==> src/rtl/herald_cmd_seq.sv <==
// herald_cmd_seq: byte-wide host command sequencer.
// The host writes a command byte ([7:6] operand count, [5:4] result word
// count, [3:0] opcode), then the operand bytes, LSB first. The block raises
// eng_req until the engine pulses eng_ack, then streams the result words,
// LSB first, into a byte FIFO that the host drains with read strobes.
//
// Ports
//   clk, rst_n            clock, synchronous active-low reset
//   ui_in[7:0]            host write data
//   wr_strobe, rd_strobe  host strobes (level; rising edges are acted on)
//   data_out[7:0]         last popped result byte (registered)
//   status_out[7:0]       {busy, fifo_nonempty, err_timeout, err_underflow,
//                          err_cmd, fifo_full, 2'b00}
//   eng_req               engine request, held until ack or timeout
//   eng_opcode[3:0]       opcode of the latched command
//   eng_operands          operand k in slice k
//   eng_ack, eng_result   engine completion pulse and result words
//
// state    | meaning
// IDLE     | waiting for a command byte
// OPERANDS | collecting N*OP_BYTES operand bytes
// ISSUE    | raising eng_req, loading the timeout counter
// WAIT     | waiting for eng_ack or timeout
// PUSH     | moving R*OP_BYTES result bytes into the FIFO
module herald_cmd_seq #(
   parameter int OP_BYTES       = 3,
   parameter int MAX_OPERANDS   = 2,
   parameter int MAX_RES_WORDS  = 3,
   parameter int FIFO_DEPTH     = 16,
   parameter int TIMEOUT_CYCLES = 4096
) (
   input  logic clk,
   input  logic rst_n,
   input  logic [7:0] ui_in,
   input  logic wr_strobe,
   input  logic rd_strobe,
   output logic [7:0] data_out,
   output logic [7:0] status_out,
   output logic eng_req,
   output logic [3:0] eng_opcode,
   output logic [8*OP_BYTES*(MAX_OPERANDS > 0 ? MAX_OPERANDS : 1)-1:0] eng_operands,
   input  logic eng_ack,
   input  logic [8*OP_BYTES*(MAX_RES_WORDS > 0 ? MAX_RES_WORDS : 1)-1:0] eng_result
);

   // A zero maximum still keeps one slot so the buses stay legal widths;
   // the command check prevents such a slot from ever being used.
   localparam int OP_SLOTS  = (MAX_OPERANDS > 0) ? MAX_OPERANDS : 1;
   localparam int RES_SLOTS = (MAX_RES_WORDS > 0) ? MAX_RES_WORDS : 1;
   localparam int OPW       = 8 * OP_BYTES * OP_SLOTS;
   localparam int RESW      = 8 * OP_BYTES * RES_SLOTS;
   localparam int OP_TOTAL  = OP_BYTES * OP_SLOTS;
   localparam int RES_TOTAL = OP_BYTES * RES_SLOTS;
   localparam int CNT_W     = $clog2(3 * OP_BYTES + 1);
   localparam int TMO_W     = $clog2(TIMEOUT_CYCLES + 1);
   localparam int PTR_W     = $clog2(FIFO_DEPTH);
   localparam int FCNT_W    = PTR_W + 1;

   typedef enum logic [2:0] {
      S_IDLE, S_OPERANDS, S_ISSUE, S_WAIT, S_PUSH
   } state_t;

   state_t state_q, state_d;
   logic [7:0] cmd_q, cmd_d;
   logic [CNT_W-1:0] byte_cnt_q, byte_cnt_d;
   logic [OPW-1:0] operands_q, operands_d;
   logic [RESW-1:0] result_q, result_d;
   logic [TMO_W-1:0] tmo_q, tmo_d;
   logic eng_req_q, eng_req_d;
   logic wr_prev_q, rd_prev_q;
   logic err_tmo_q, err_tmo_d;
   logic err_unf_q, err_unf_d;
   logic err_cmd_q, err_cmd_d;
   logic [7:0] data_out_q, data_out_d;
   logic [PTR_W-1:0] wr_ptr_q, wr_ptr_d;
   logic [PTR_W-1:0] rd_ptr_q, rd_ptr_d;
   logic [FCNT_W-1:0] fcnt_q, fcnt_d;
   logic [7:0] fifo_mem_q [FIFO_DEPTH];

   logic wr_edge, rd_edge;
   logic cmd_bad;
   logic fifo_full, fifo_empty;
   logic push, pop;
   logic [7:0] res_byte;
   logic [CNT_W-1:0] op_last, res_last;

   assign wr_edge    = wr_strobe & ~wr_prev_q;
   assign rd_edge    = rd_strobe & ~rd_prev_q;
   assign cmd_bad    = (int'(ui_in[7:6]) > MAX_OPERANDS) || (int'(ui_in[5:4]) > MAX_RES_WORDS);
   assign fifo_full  = (fcnt_q == FCNT_W'(FIFO_DEPTH));
   assign fifo_empty = (fcnt_q == '0);
   assign op_last    = CNT_W'(cmd_q[7:6]) * CNT_W'(OP_BYTES) - CNT_W'(1);
   assign res_last   = CNT_W'(cmd_q[5:4]) * CNT_W'(OP_BYTES) - CNT_W'(1);

   // state register
   always_ff @(posedge clk) begin
      if (!rst_n) begin
         state_q    <= S_IDLE;
         cmd_q      <= '0;
         byte_cnt_q <= '0;
         operands_q <= '0;
         result_q   <= '0;
         tmo_q      <= '0;
         eng_req_q  <= 1'b0;
         wr_prev_q  <= 1'b0;
         rd_prev_q  <= 1'b0;
         err_tmo_q  <= 1'b0;
         err_unf_q  <= 1'b0;
         err_cmd_q  <= 1'b0;
         data_out_q <= '0;
         wr_ptr_q   <= '0;
         rd_ptr_q   <= '0;
         fcnt_q     <= '0;
      end else begin
         state_q    <= state_d;
         cmd_q      <= cmd_d;
         byte_cnt_q <= byte_cnt_d;
         operands_q <= operands_d;
         result_q   <= result_d;
         tmo_q      <= tmo_d;
         eng_req_q  <= eng_req_d;
         wr_prev_q  <= wr_strobe;
         rd_prev_q  <= rd_strobe;
         err_tmo_q  <= err_tmo_d;
         err_unf_q  <= err_unf_d;
         err_cmd_q  <= err_cmd_d;
         data_out_q <= data_out_d;
         wr_ptr_q   <= wr_ptr_d;
         rd_ptr_q   <= rd_ptr_d;
         fcnt_q     <= fcnt_d;
      end
   end

   // FIFO storage needs no reset: the pointers define what is valid.
   always_ff @(posedge clk) begin
      if (push) begin
         fifo_mem_q[wr_ptr_q] <= res_byte;
      end
   end

   // next-state
   always_comb begin
      state_d = state_q;
      case (state_q)
         S_IDLE: begin
            if (wr_edge && (ui_in != 8'h00) && !cmd_bad) begin
               state_d = (ui_in[7:6] != 2'b00) ? S_OPERANDS : S_ISSUE;
            end
         end
         S_OPERANDS: begin
            if (wr_edge && (byte_cnt_q == op_last)) begin
               state_d = S_ISSUE;
            end
         end
         S_ISSUE: state_d = S_WAIT;
         S_WAIT: begin
            if (eng_ack) begin
               state_d = (cmd_q[5:4] != 2'b00) ? S_PUSH : S_IDLE;
            end else if (tmo_q == '0) begin
               state_d = S_IDLE;
            end
         end
         S_PUSH: begin
            if (!fifo_full && (byte_cnt_q == res_last)) begin
               state_d = S_IDLE;
            end
         end
         default: state_d = S_IDLE;
      endcase
   end

   always_comb begin
      res_byte = '0;
      for (int i = 0; i < RES_TOTAL; i++) begin
         if (byte_cnt_q == CNT_W'(i)) begin
            res_byte = result_q[i*8 +: 8];
         end
      end
   end

   // datapath next values
   always_comb begin
      cmd_d      = cmd_q;
      byte_cnt_d = byte_cnt_q;
      operands_d = operands_q;
      result_d   = result_q;
      tmo_d      = tmo_q;
      eng_req_d  = eng_req_q;
      err_tmo_d  = err_tmo_q;
      err_unf_d  = err_unf_q;
      err_cmd_d  = err_cmd_q;
      data_out_d = data_out_q;
      wr_ptr_d   = wr_ptr_q;
      rd_ptr_d   = rd_ptr_q;
      push       = 1'b0;
      pop        = 1'b0;

      case (state_q)
         S_IDLE: begin
            if (wr_edge) begin
               if (ui_in == 8'h00) begin
                  err_tmo_d = 1'b0;
                  err_unf_d = 1'b0;
                  err_cmd_d = 1'b0;
               end else if (cmd_bad) begin
                  err_cmd_d = 1'b1;
               end else begin
                  cmd_d      = ui_in;
                  byte_cnt_d = '0;
               end
            end
         end
         S_OPERANDS: begin
            if (wr_edge) begin
               for (int i = 0; i < OP_TOTAL; i++) begin
                  if (byte_cnt_q == CNT_W'(i)) begin
                     operands_d[i*8 +: 8] = ui_in;
                  end
               end
               byte_cnt_d = byte_cnt_q + CNT_W'(1);
            end
         end
         S_ISSUE: begin
            eng_req_d = 1'b1;
            tmo_d     = TMO_W'(TIMEOUT_CYCLES - 1);
         end
         S_WAIT: begin
            // An ack on the terminal cycle still counts as a completion.
            if (eng_ack) begin
               result_d   = eng_result;
               eng_req_d  = 1'b0;
               byte_cnt_d = '0;
            end else if (tmo_q == '0) begin
               eng_req_d = 1'b0;
               err_tmo_d = 1'b1;
            end else begin
               tmo_d = tmo_q - TMO_W'(1);
            end
         end
         S_PUSH: begin
            // Fullness is judged before any same-cycle pop, so a pop
            // frees space for the following cycle.
            if (!fifo_full) begin
               push       = 1'b1;
               byte_cnt_d = byte_cnt_q + CNT_W'(1);
            end
         end
         default: ;
      endcase

      if (wr_edge && ((state_q == S_ISSUE) || (state_q == S_WAIT) || (state_q == S_PUSH))) begin
         err_cmd_d = 1'b1;
      end

      if (rd_edge) begin
         if (!fifo_empty) begin
            pop        = 1'b1;
            data_out_d = fifo_mem_q[rd_ptr_q];
         end else begin
            data_out_d = 8'h00;
            err_unf_d  = 1'b1;
         end
      end

      if (push) wr_ptr_d = wr_ptr_q + PTR_W'(1);
      if (pop)  rd_ptr_d = rd_ptr_q + PTR_W'(1);
      fcnt_d = fcnt_q + FCNT_W'(push) - FCNT_W'(pop);
   end

   // outputs
   always_comb begin
      status_out   = {(state_q != S_IDLE), !fifo_empty, err_tmo_q, err_unf_q,
                      err_cmd_q, fifo_full, 2'b00};
      data_out     = data_out_q;
      eng_req      = eng_req_q;
      eng_opcode   = cmd_q[3:0];
      eng_operands = operands_q;
   end

endmodule

==> config.mk <==
export PLATFORM = sky130hd
export DESIGN_NAME = herald_cmd_seq
export DESIGN_NICKNAME = d
export VERILOG_FILES = /design/src/rtl/herald_cmd_seq.sv
export SDC_FILE = /design/constraint.sdc
export NUM_CORES = 1
export LEC_CHECK = 0
export ABC_CLOCK_PERIOD_IN_PS = 2550
export BUFFER_PORTS_ARGS = -buffer_cell sky130_fd_sc_hd__buf_2
export CAP_MARGIN = 40
export CORE_MARGIN = 10
export CORE_UTILIZATION = 40
export DETAILED_ROUTE_END_ITERATION = 10
export PLACE_DENSITY_LB_ADDON = 0.2
export SLEW_MARGIN = 20
export SYNTH_ARGS = -nofsm -noshare
export SYNTH_HDL_FRONTEND = slang
export SYNTH_SLANG_ARGS = --single-unit
==> constraint.sdc <==
create_clock -name clk -period 2.55 [get_ports clk]
set_input_delay 0.3825 -clock clk [delete_from_list [all_inputs] [get_ports clk]]
set_output_delay 0.3825 -clock clk [all_outputs]
set_load 0.03 [all_outputs]
==> flow_metrics.tcl, run 1 <==
set metrics [dict create \
    fmax_mhz 394.0 \
    synth_area_leaders "edfxtp_1, dfxtp_1, nand2_1" \
    place_ws_ns -0.03905 \
    relSlewSlack_pct 40.59 \
    yosysMostFrequentCell "nand2_1" \
    ant_nets 0 \
    clk_pin_slew_ns 0.06 \
    whs_ns 0.03586 \
    num_rows 65 \
    final_layout_size_suffix_gt1_share_pct 23.62 \
    ios 154 \
    period_minus_slack_ns 2.538 \
    numClockSinks 307 \
    core_sq_um 31720 \
    worstHoldPathType "input pin to flip-flop" \
    vias_per_cell 5.259 \
    totalWireLength_mm 33.07 \
    status "finished, final reports clean" \
    cts_tree "built" \
    die_area_sq_um 39810 \
    crit_path_start "fcnt_q[2]$_SDFF_PN0_" \
    synth_commonest_cells "nand2_1, dfxtp_1, a21oi_1" \
    start_kind "flip-flop" \
    hold_start "rd_strobe" \
    power_density_nw_per_um2 760.0 \
    ys_types 62 \
    crit_required_ns 3.04 \
    synth_cells 1210 \
    clkLatencyLatePin_ns 0.56 \
    reg2reg_depth 11 \
    vdd_drop_max_mv 0.4671 \
    crit_path_end_kind "flip-flop" \
    grt_pass1_vias 9386 \
    cts_inserted_buffers 31 \
    overflow 0 \
    power.total_mw 11.65 \
    grt_max_degree 163 \
    finalSetupViolCount 0 \
    finalWorstSetupSlack_ns 0.01161 \
    grt.total_usage_pct 16.38 \
    synth_area_sq_um 12890 \
    cts_hold_buf 0 \
    tns_ns 0 \
    finalCritPeriodShare_pct 99.54 \
    maxSlewViolCount 0 \
    arrival_ns 3.03 \
    async_flop_share_pct 0 \
    ys_seq_area_share_pct 57.61 \
    root_buffer "clkbuf_16" \
    htree_levels 1 \
    power.leakage_nw 5.741 \
    timing.rr.end "fcnt_q[4]$_SDFF_PN0_" \
    nets 1461 \
    synth_top_area_cell "edfxtp_1" \
    synth-edff-count 128 \
    grt_pass1_wl_mm 51.93 \
    io_buffers 151 \
    tightest_slew_ns 0.8912 \
    yosys_warnings 0 \
    drc 0 \
    synth_seq_cells 307 \
    yosys_most_used_dff "dfxtp_1" \
    fin_skew_ns 0.02120 \
    dp_hpwl_mm 22.80 \
    synth.avg_cell_area_sq_um 10.65 \
    r2r_start "fcnt_q[2]$_SDFF_PN0_" \
    gp_congestion 0.8220 \
    clockBufferDepth 3 \
    synth_top_area_share_pct 29.81 \
    crit_type "flip-flop to flip-flop" \
    die_x_um 199.5 \
    critPathMaxFanout 2 \
    grt_antenna_before_repair 3 \
    crit_end "fcnt_q[4]$_SDFF_PN0_" \
    hold_viol_final 0 \
    rsz0062_at_grt "yes" \
    fillers 2978 \
    area_delta_synth_final_pct 18.90 \
    first_pass_iters 5 \
    fin_util_pct 48.33 \
    vias 9377 \
    start_util_pct 40.65 \
    drt_iter0_drc 683 \
    max-cap-violations 0 \
    fp.dieH_um 199.5 \
    ff2ff_setup_slack_ns 0.01 \
    detail_route.wl_per_cell_um 18.55 \
]
[area by class of cell]
cell class | count | area, sq um | share of cell area (%)
Clock buffer | 43 | 880.8 | 5.746
Timing Repair Buffer | 210 | 1286 | 8.391
Tap cell | 402 | 503.0 | 3.281
Sequential cell | 307 | 7430 | 48.47
Inverter | 32 | 122.6 | 0.7999
Multi-Input combinational cell | 774 | 4949 | 32.28
Antenna cell | 1 | 2.502 | 0.01633
Clock inverter | 14 | 155.1 | 1.012
[critical path, cell delays in order (launching register included)]
cell and delay (ns):
dfxtp_2 0.32, inv_2 0.08, ha_4 0.13, or4b_4 0.45, nor2b_4 0.14, xor2_1 0.17
ha_2 0.19, fa_2 0.34, a21oi_2 0.13, nor2_1 0.06, or3_1 0.33, a21oi_1 0.12
[per-stage QoR]
step,cells,instance area [sq um]
floorplan,1211,12910
global placement,1721,14240
detailed placement,1721,14240
CTS,1778,15290
global route,1782,15330
finish,1783,15330
[worst min-delay path by stage]
stage                                                to  slack (ns)  cells past startpoint
after floorplan               result_q[16]$_SDFFE_PN0P_        0.44                      2
after global placement     eng_operands[7]$_SDFFE_PN0P_        0.44                      2
after detailed placement  eng_operands[19]$_SDFFE_PN0P_        0.45                      2
after CTS                          rd_prev_q$_SDFF_PN0_        0.01                      2
after global routing               rd_prev_q$_SDFF_PN0_        0.03                      2
final                              rd_prev_q$_SDFF_PN0_        0.04                      2
[routing by layer]
metal  share of wire (%)  global-route usage, %
met1                  45                  21.88
met2                  47                  26.62
met3                 5.7                  3.448
met4                 1.9                  3.898
met5                   0                      0
[cells in the final DEF, fill, tap and decap left out, drive strengths merged, types with 3 or more instances in the layout]
cell type / Yosys / layout
nand2: 217 / 217
buf: 27 / 210
dfxtp: 179 / 179
a21oi: 150 / 150
edfxtp: 128 / 128
nor2: 97 / 97
clkbuf: 71 / 43
mux2i: 35 / 35
inv: 32 / 33
mux4: 32 / 32
nand3: 30 / 30
a221oi: 24 / 24
ha: 19 / 19
nor3: 18 / 18
a22oi: 17 / 17
o21ai: 17 / 17
xnor2: 15 / 15
xor2: 10 / 10
o22a: 9 / 9
clkinv: 0 / 9
mux2: 8 / 8
nor4: 7 / 7
or3: 7 / 7
nand2b: 6 / 6
and2: 5 / 5
nor3b: 4 / 4
and3: 4 / 4
nor2b: 4 / 4
o31ai: 3 / 3
a311oi: 3 / 3
a211oi: 3 / 3
bufinv: 0 / 3
[power by group]
part / total [mW] / internal [mW] / switching (mW)
registers: 5.35 / 5.22 / 0.132
clock network: 4.59 / 2.71 / 1.88
logic: 1.70 / 0.823 / 0.882
total: 11.7 / 8.75 / 2.90
[what timing repair did]
item,in CTS,in global routing
gates resized for setup,5,4
pin swaps,0,1
setup endpoints to repair,1,123
buffers inserted,0,4
[flip-flops by register name (all words and copies together), names as in the netlist, 3 cells and up, named ones only]
| name | count |
|---|---|
| byte_cnt_q | 4 |
| cmd_q | 8 |
| data_out | 8 |
| eng_operands | 48 |
| fcnt_q | 5 |
| fifo_mem_q | 128 |
| rd_ptr_q | 4 |
| result_q | 72 |
| state_q | 3 |
| tmo_q | 13 |
| wr_ptr_q | 4 |
[logic make-up after synthesis]
group / count (synthesis) / synth area share (%)
xor gates and xnor gates: 25 / 1.698
adders and majority gates: 20 / 1.999
other: 1 / 0.02909
AOI/OAI and AO/OA: 237 / 10.99
muxes: 75 / 9.006
and+or+nand+nor: 415 / 14.31
buffers and inverters: 130 / 4.367
DFF: 307 / 57.61
Power figures use the tool's default switching activity.
==> run 2, diff against run 1 <==
BUFFER_PORTS_ARGS = -buffer_cell sky130_fd_sc_hd__buf_4   (was -buffer_cell sky130_fd_sc_hd__buf_2)
==> flow_metrics.tcl, run 2 (synthesized netlist as in run 1, its figures left out) <==
set metrics [dict create \
    status "finished, violations left" \
    violations "negative setup slack" \
    fp.dieH_um 199.5 \
    r2r_start "fcnt_q[2]$_SDFF_PN0_" \
    grt_antenna_before_repair 0 \
    htree_levels 2 \
    root_buffer "clkbuf_16" \
    overflow 0 \
    grt_max_degree 163 \
    fmax_mhz 385.9 \
    fin_skew_ns 0.01360 \
    numClockSinks 307 \
    worst_path_largest_cell_delay_ns 0.46 \
    max-cap-violations 0 \
    largest_reg_flops 128 \
    power.total_mw 11.93 \
    clkLatencyLatePin_ns 0.50 \
    clk_pin_slew_ns 0.06 \
    start_util_pct 40.65 \
    num_rows 65 \
    power.leakage_nw 5.791 \
    grt.total_usage_pct 16.81 \
    grt_pass1_vias 9578 \
    crit_type "flip-flop to flip-flop" \
    hold_start "rd_strobe" \
    core_sq_um 31720 \
    ant_nets 0 \
    finalWorstSetupSlack_ns -0.04111 \
    totalWireLength_mm 33.43 \
    vias_per_cell 5.278 \
    worstHoldPathType "input pin to flip-flop" \
    n_antenna_cell 0 \
    ios 154 \
    arrival_ns 3.02 \
    area_delta_synth_final_pct 21.85 \
    mostFrequentLayoutCell "nand2_1" \
    final_cell_mix "nand2_1, buf_4, dfxtp_1" \
    start_kind "flip-flop" \
    tightest_slew_ns 0.8992 \
    post_dp_cell_area_sq_um 14570 \
    dp_hpwl_mm 22.85 \
    fillers 2931 \
    clockBufferDepth 3 \
    hold_viol_final 0 \
    cts_tree "built" \
    finalSetupViolCount 1 \
    final_layout_size_suffix_gt1_share_pct 23.00 \
    top_register "fifo_mem_q" \
    gp_congestion 0.8160 \
    first_pass_iters 5 \
    detail_route.wl_per_cell_um 18.82 \
    cts_inserted_buffers 34 \
    period_minus_slack_ns 2.591 \
    drc 0 \
    crit_path_end_kind "flip-flop" \
    grt_pass1_wl_mm 53.03 \
    io_buffers 151 \
    relSlewSlack_pct 40.06 \
    crit_required_ns 2.98 \
    finalCritPeriodShare_pct 101.6 \
    drt_iter0_drc 637 \
    nets 1454 \
    path_cells "inv_2 -> ha_2 -> or4b_4 -> nor2b_4 -> xor2_1 -> ha_2 -> fa_2 -> a21oi_2 -> nor2_1 -> or3_1 -> a21oi_2" \
    die_area_sq_um 39810 \
    vias 9374 \
    crit_path_start "fcnt_q[2]$_SDFF_PN0_" \
    cts_hold_buf 0 \
    critPathMaxFanout 2 \
    final_area_sq_um 15710 \
    critPathSlowestCell "or4b_4" \
    power_density_nw_per_um2 759.5 \
    die_x_um 199.5 \
    rsz0062_at_grt "yes" \
    maxSlewViolCount 0 \
    vdd_drop_max_mv 0.4569 \
]
==> run 2: critical path, delay by kind of cell, from the launching register on <==
family | cells | cell delay (ns)
and+or+nand+nor | 4 | 1.03
adders and majority gates | 3 | 0.71
DFF | 1 | 0.32
AOI/OAI and AO/OA | 2 | 0.24
xor gates and xnor gates | 1 | 0.17
buffers and inverters | 1 | 0.06
==> run 2: through the flow <==
| step | TNS, ns | worst slack (ns) | hold WS (ns) | util [%] | std cells |
|---|---|---|---|---|---|
| floorplan | -0.1414 | -0.1414 | 0.4363 | - | 1211 |
| global placement | 0 | 0.003493 | 0.4416 | 45.93 | 1713 |
| detailed placement | -0.03622 | -0.03622 | 0.4487 | 45.95 | 1714 |
| CTS | -0.05344 | -0.05344 | 0.08313 | 49.46 | 1775 |
| global route | -0.1637 | -0.1637 | 0.09920 | 49.53 | 1776 |
| finish | -0.04111 | -0.04111 | 0.1014 | 49.53 | 1776 |
==> run 2: repair_timing <==
item / 4_1_cts / 5_1_grt
buffers inserted: 0 / 1
gates cloned: 0 / 0
endpoints found under the setup margin: 1 / 41
hold endpoints to repair: 0 / 0
pin swaps: 0 / 2
gates resized for setup: 0 / 10
==> run 2: layer usage <==
layer / share of wire [%] / global-route usage [%]
met2: 47 / 27.02
met4: 2.2 / 4.936
met3: 6.3 / 4.340
met1: 44 / 21.84
met5: 0 / 0
==> run 2: report_power, final <==
group          total (mW)  internal (mW)  switching, mW
sequential           5.35           5.22          0.123
clock                4.83           2.93           1.90
combinational        1.75          0.850          0.904
==> run 2: worst paths after layout <==
| check | end | slack, ns | depth (start not counted) |
|---|---|---|---|
| worst max register to register | fcnt_q[4]$_SDFF_PN0_ | -0.04 | 11 |
| worst min-delay path | rd_prev_q$_SDFF_PN0_ | 0.10 | 2 |
| worst max-delay path | fcnt_q[4]$_SDFF_PN0_ | -0.04 | 11 |
| worst min register to register | result_q[31]$_SDFFE_PN0P_ | 0.46 | 2 |
==> run 2: area by class of cell <==
cell class	count	area, sq um	share of cell area, %
clock buffer	49	1001	6.372
multi-input combinational	774	4942	31.46
inverter	32	122.6	0.7806
clock inverter	12	111.4	0.7089
sequential	307	7430	47.30
tap	402	503.0	3.202
timing repair buffer	200	1599	10.18
==> run 3, diff against run 2 <==
SETUP_SLACK_MARGIN = 0.15   (was default)
SLEW_MARGIN = default   (was 20)
==> flow_metrics.tcl, run 3 (synthesized netlist as in run 1, its figures left out) <==
set metrics [dict create \
    ios 154 \
    reg2reg_depth 11 \
    core_sq_um 31720 \
    n_antenna_cell 0 \
    cts_tree "built" \
    finalWorstSetupSlack_ns -0.05763 \
    grt.total_usage_pct 16.81 \
    io_buffers 151 \
    holdPathStages 2 \
    top_register "fifo_mem_q" \
    power_density_nw_per_um2 761.2 \
    start_kind "flip-flop" \
    dp_hpwl_mm 22.85 \
    start_util_pct 40.65 \
    cts_hold_buf 0 \
    area_delta_synth_final_pct 22.42 \
    overflow 0 \
    drt_iter0_drc 633 \
    arrival_ns 3.04 \
    hold_viol_final 0 \
    timing.rr.end "fcnt_q[4]$_SDFF_PN0_" \
    worstHoldPathType "input pin to flip-flop" \
    totalWireLength_mm 33.41 \
    r2r_start "fcnt_q[2]$_SDFF_PN0_" \
    post_dp_cell_area_sq_um 14570 \
    clkLatencyLatePin_ns 0.51 \
    holdPathEnd "rd_prev_q$_SDFF_PN0_" \
    power.leakage_nw 5.816 \
    nets 1455 \
    root_buffer "clkbuf_16" \
    gp_congestion 0.8160 \
    crit_type "flip-flop to flip-flop" \
    die_area_sq_um 39810 \
    vias 9403 \
    numClockSinks 307 \
    clk_pin_slew_ns 0.06 \
    final_area_sq_um 15780 \
    cts_inserted_buffers 34 \
    ff2ff_setup_slack_ns -0.06 \
    fin_skew_ns 0.01337 \
    fp.dieH_um 199.5 \
    vias_per_cell 5.292 \
    critPathMaxFanout 2 \
    status "finished, violations left" \
    grt_antenna_before_repair 0 \
    crit_path_end_kind "flip-flop" \
    fmax_mhz 383.5 \
    crit_required_ns 2.98 \
    ant_nets 0 \
    drc 0 \
    finalCritPeriodShare_pct 102.3 \
    grt_pass1_vias 9578 \
    maxSlewViolCount 0 \
    violations "negative setup slack" \
    rsz0062_at_grt "yes" \
    whs_ns 0.1010 \
    mostFrequentLayoutCell "nand2_1" \
    final_layout_size_suffix_gt1_share_pct 23.85 \
    largest_reg_flops 128 \
    grt_max_degree 163 \
    hold_start "rd_strobe" \
    period_minus_slack_ns 2.608 \
    relSlewSlack_pct 40.74 \
    tightest_slew_ns 0.8889 \
    vdd_drop_max_mv 0.4586 \
    htree_levels 2 \
    grt_pass1_wl_mm 53.03 \
    first_pass_iters 5 \
    clockBufferDepth 3 \
    die_x_um 199.5 \
    finalSetupViolCount 1 \
    detail_route.wl_per_cell_um 18.80 \
    num_rows 65 \
    max-cap-violations 0 \
    final_cell_mix "nand2_1, buf_4, dfxtp_1" \
]
run 3: cell types whose count changed in the layout (fill, tap and decap cells not counted), sizes merged:
cell,change
buf,+1
run 3: timing repair:
item / in CTS / in global routing
hold endpoints to repair: 0 / 0
pin swaps: 0 / 4
setup endpoints to repair: 2 / 132
gates resized for setup: 2 / 23
buffers inserted: 0 / 2
run 3: layer usage:
metal	global-route usage, %	vias up	wire [um]	part of all wire, %
met5	0	-	0	0
met4	4.936	0	735	2.2
met3	4.340	52	2193	6.6
li1	-	4559	-	-
met1	21.84	4558	14670	44
met2	27.02	234	15810	47
run 3: report_power, final:
group / switching, mW / internal (mW)
Combinational: 0.934 / 0.895
Sequential: 0.123 / 5.22
Clock: 1.90 / 2.93
run 3: stage by stage:
stage	instances	TNS [ns]	worst slack [ns]	util (%)	power, mW
floorplan	1211	-0.1414	-0.1414	-	6.631
global placement	1713	0	0.003493	45.93	7.182
detailed placement	1714	-0.03622	-0.03622	45.95	7.202
CTS	1775	-0.05343	-0.05343	49.47	12.06
global route	1777	-0.1472	-0.1472	49.76	12.52
finish	1777	-0.05763	-0.05763	49.76	12.01
run 3: worst max-delay path by stage:
| stage | start | endpoint | slack, ns | cells after the start |
|---|---|---|---|---|
| finish | fcnt_q[2]$_SDFF_PN0_ | fcnt_q[4]$_SDFF_PN0_ | -0.06 | 11 |
| global route | fcnt_q[2]$_SDFF_PN0_ | fcnt_q[4]$_SDFF_PN0_ | -0.15 | 11 |
| CTS | fcnt_q[2]$_SDFF_PN0_ | fcnt_q[4]$_SDFF_PN0_ | -0.05 | 11 |
| detailed placement | fcnt_q[2]$_SDFF_PN0_ | fcnt_q[4]$_SDFF_PN0_ | -0.04 | 11 |
| global placement | fcnt_q[3]$_SDFF_PN0_ | fcnt_q[4]$_SDFF_PN0_ | 0.003 | 11 |
| floorplan | fcnt_q[3]$_SDFF_PN0_ | fcnt_q[4]$_SDFF_PN0_ | -0.14 | 12 |
run 3: area by class of cell:
cell class / instances / area, sq um
Clock inverter: 12 / 111.4
Fill cell: 2922 / 15940
Inverter: 32 / 122.6
Sequential cell: 307 / 7431
Clock buffer: 49 / 1001
Tap cell: 402 / 503.0
Multi-Input combinational cell: 774 / 5004
Timing Repair Buffer: 201 / 1610
run 3: critical path: stages, from the launching register on:
cell and delay (ns):
dfxtp_2 0.32, inv_2 0.08, ha_4 0.13, or4b_4 0.46
nor2b_4 0.16, xor2_2 0.18, ha_2 0.20, fa_2 0.35
a21oi_2 0.13, nor2_1 0.06, or3_1 0.35, a21oi_2 0.12
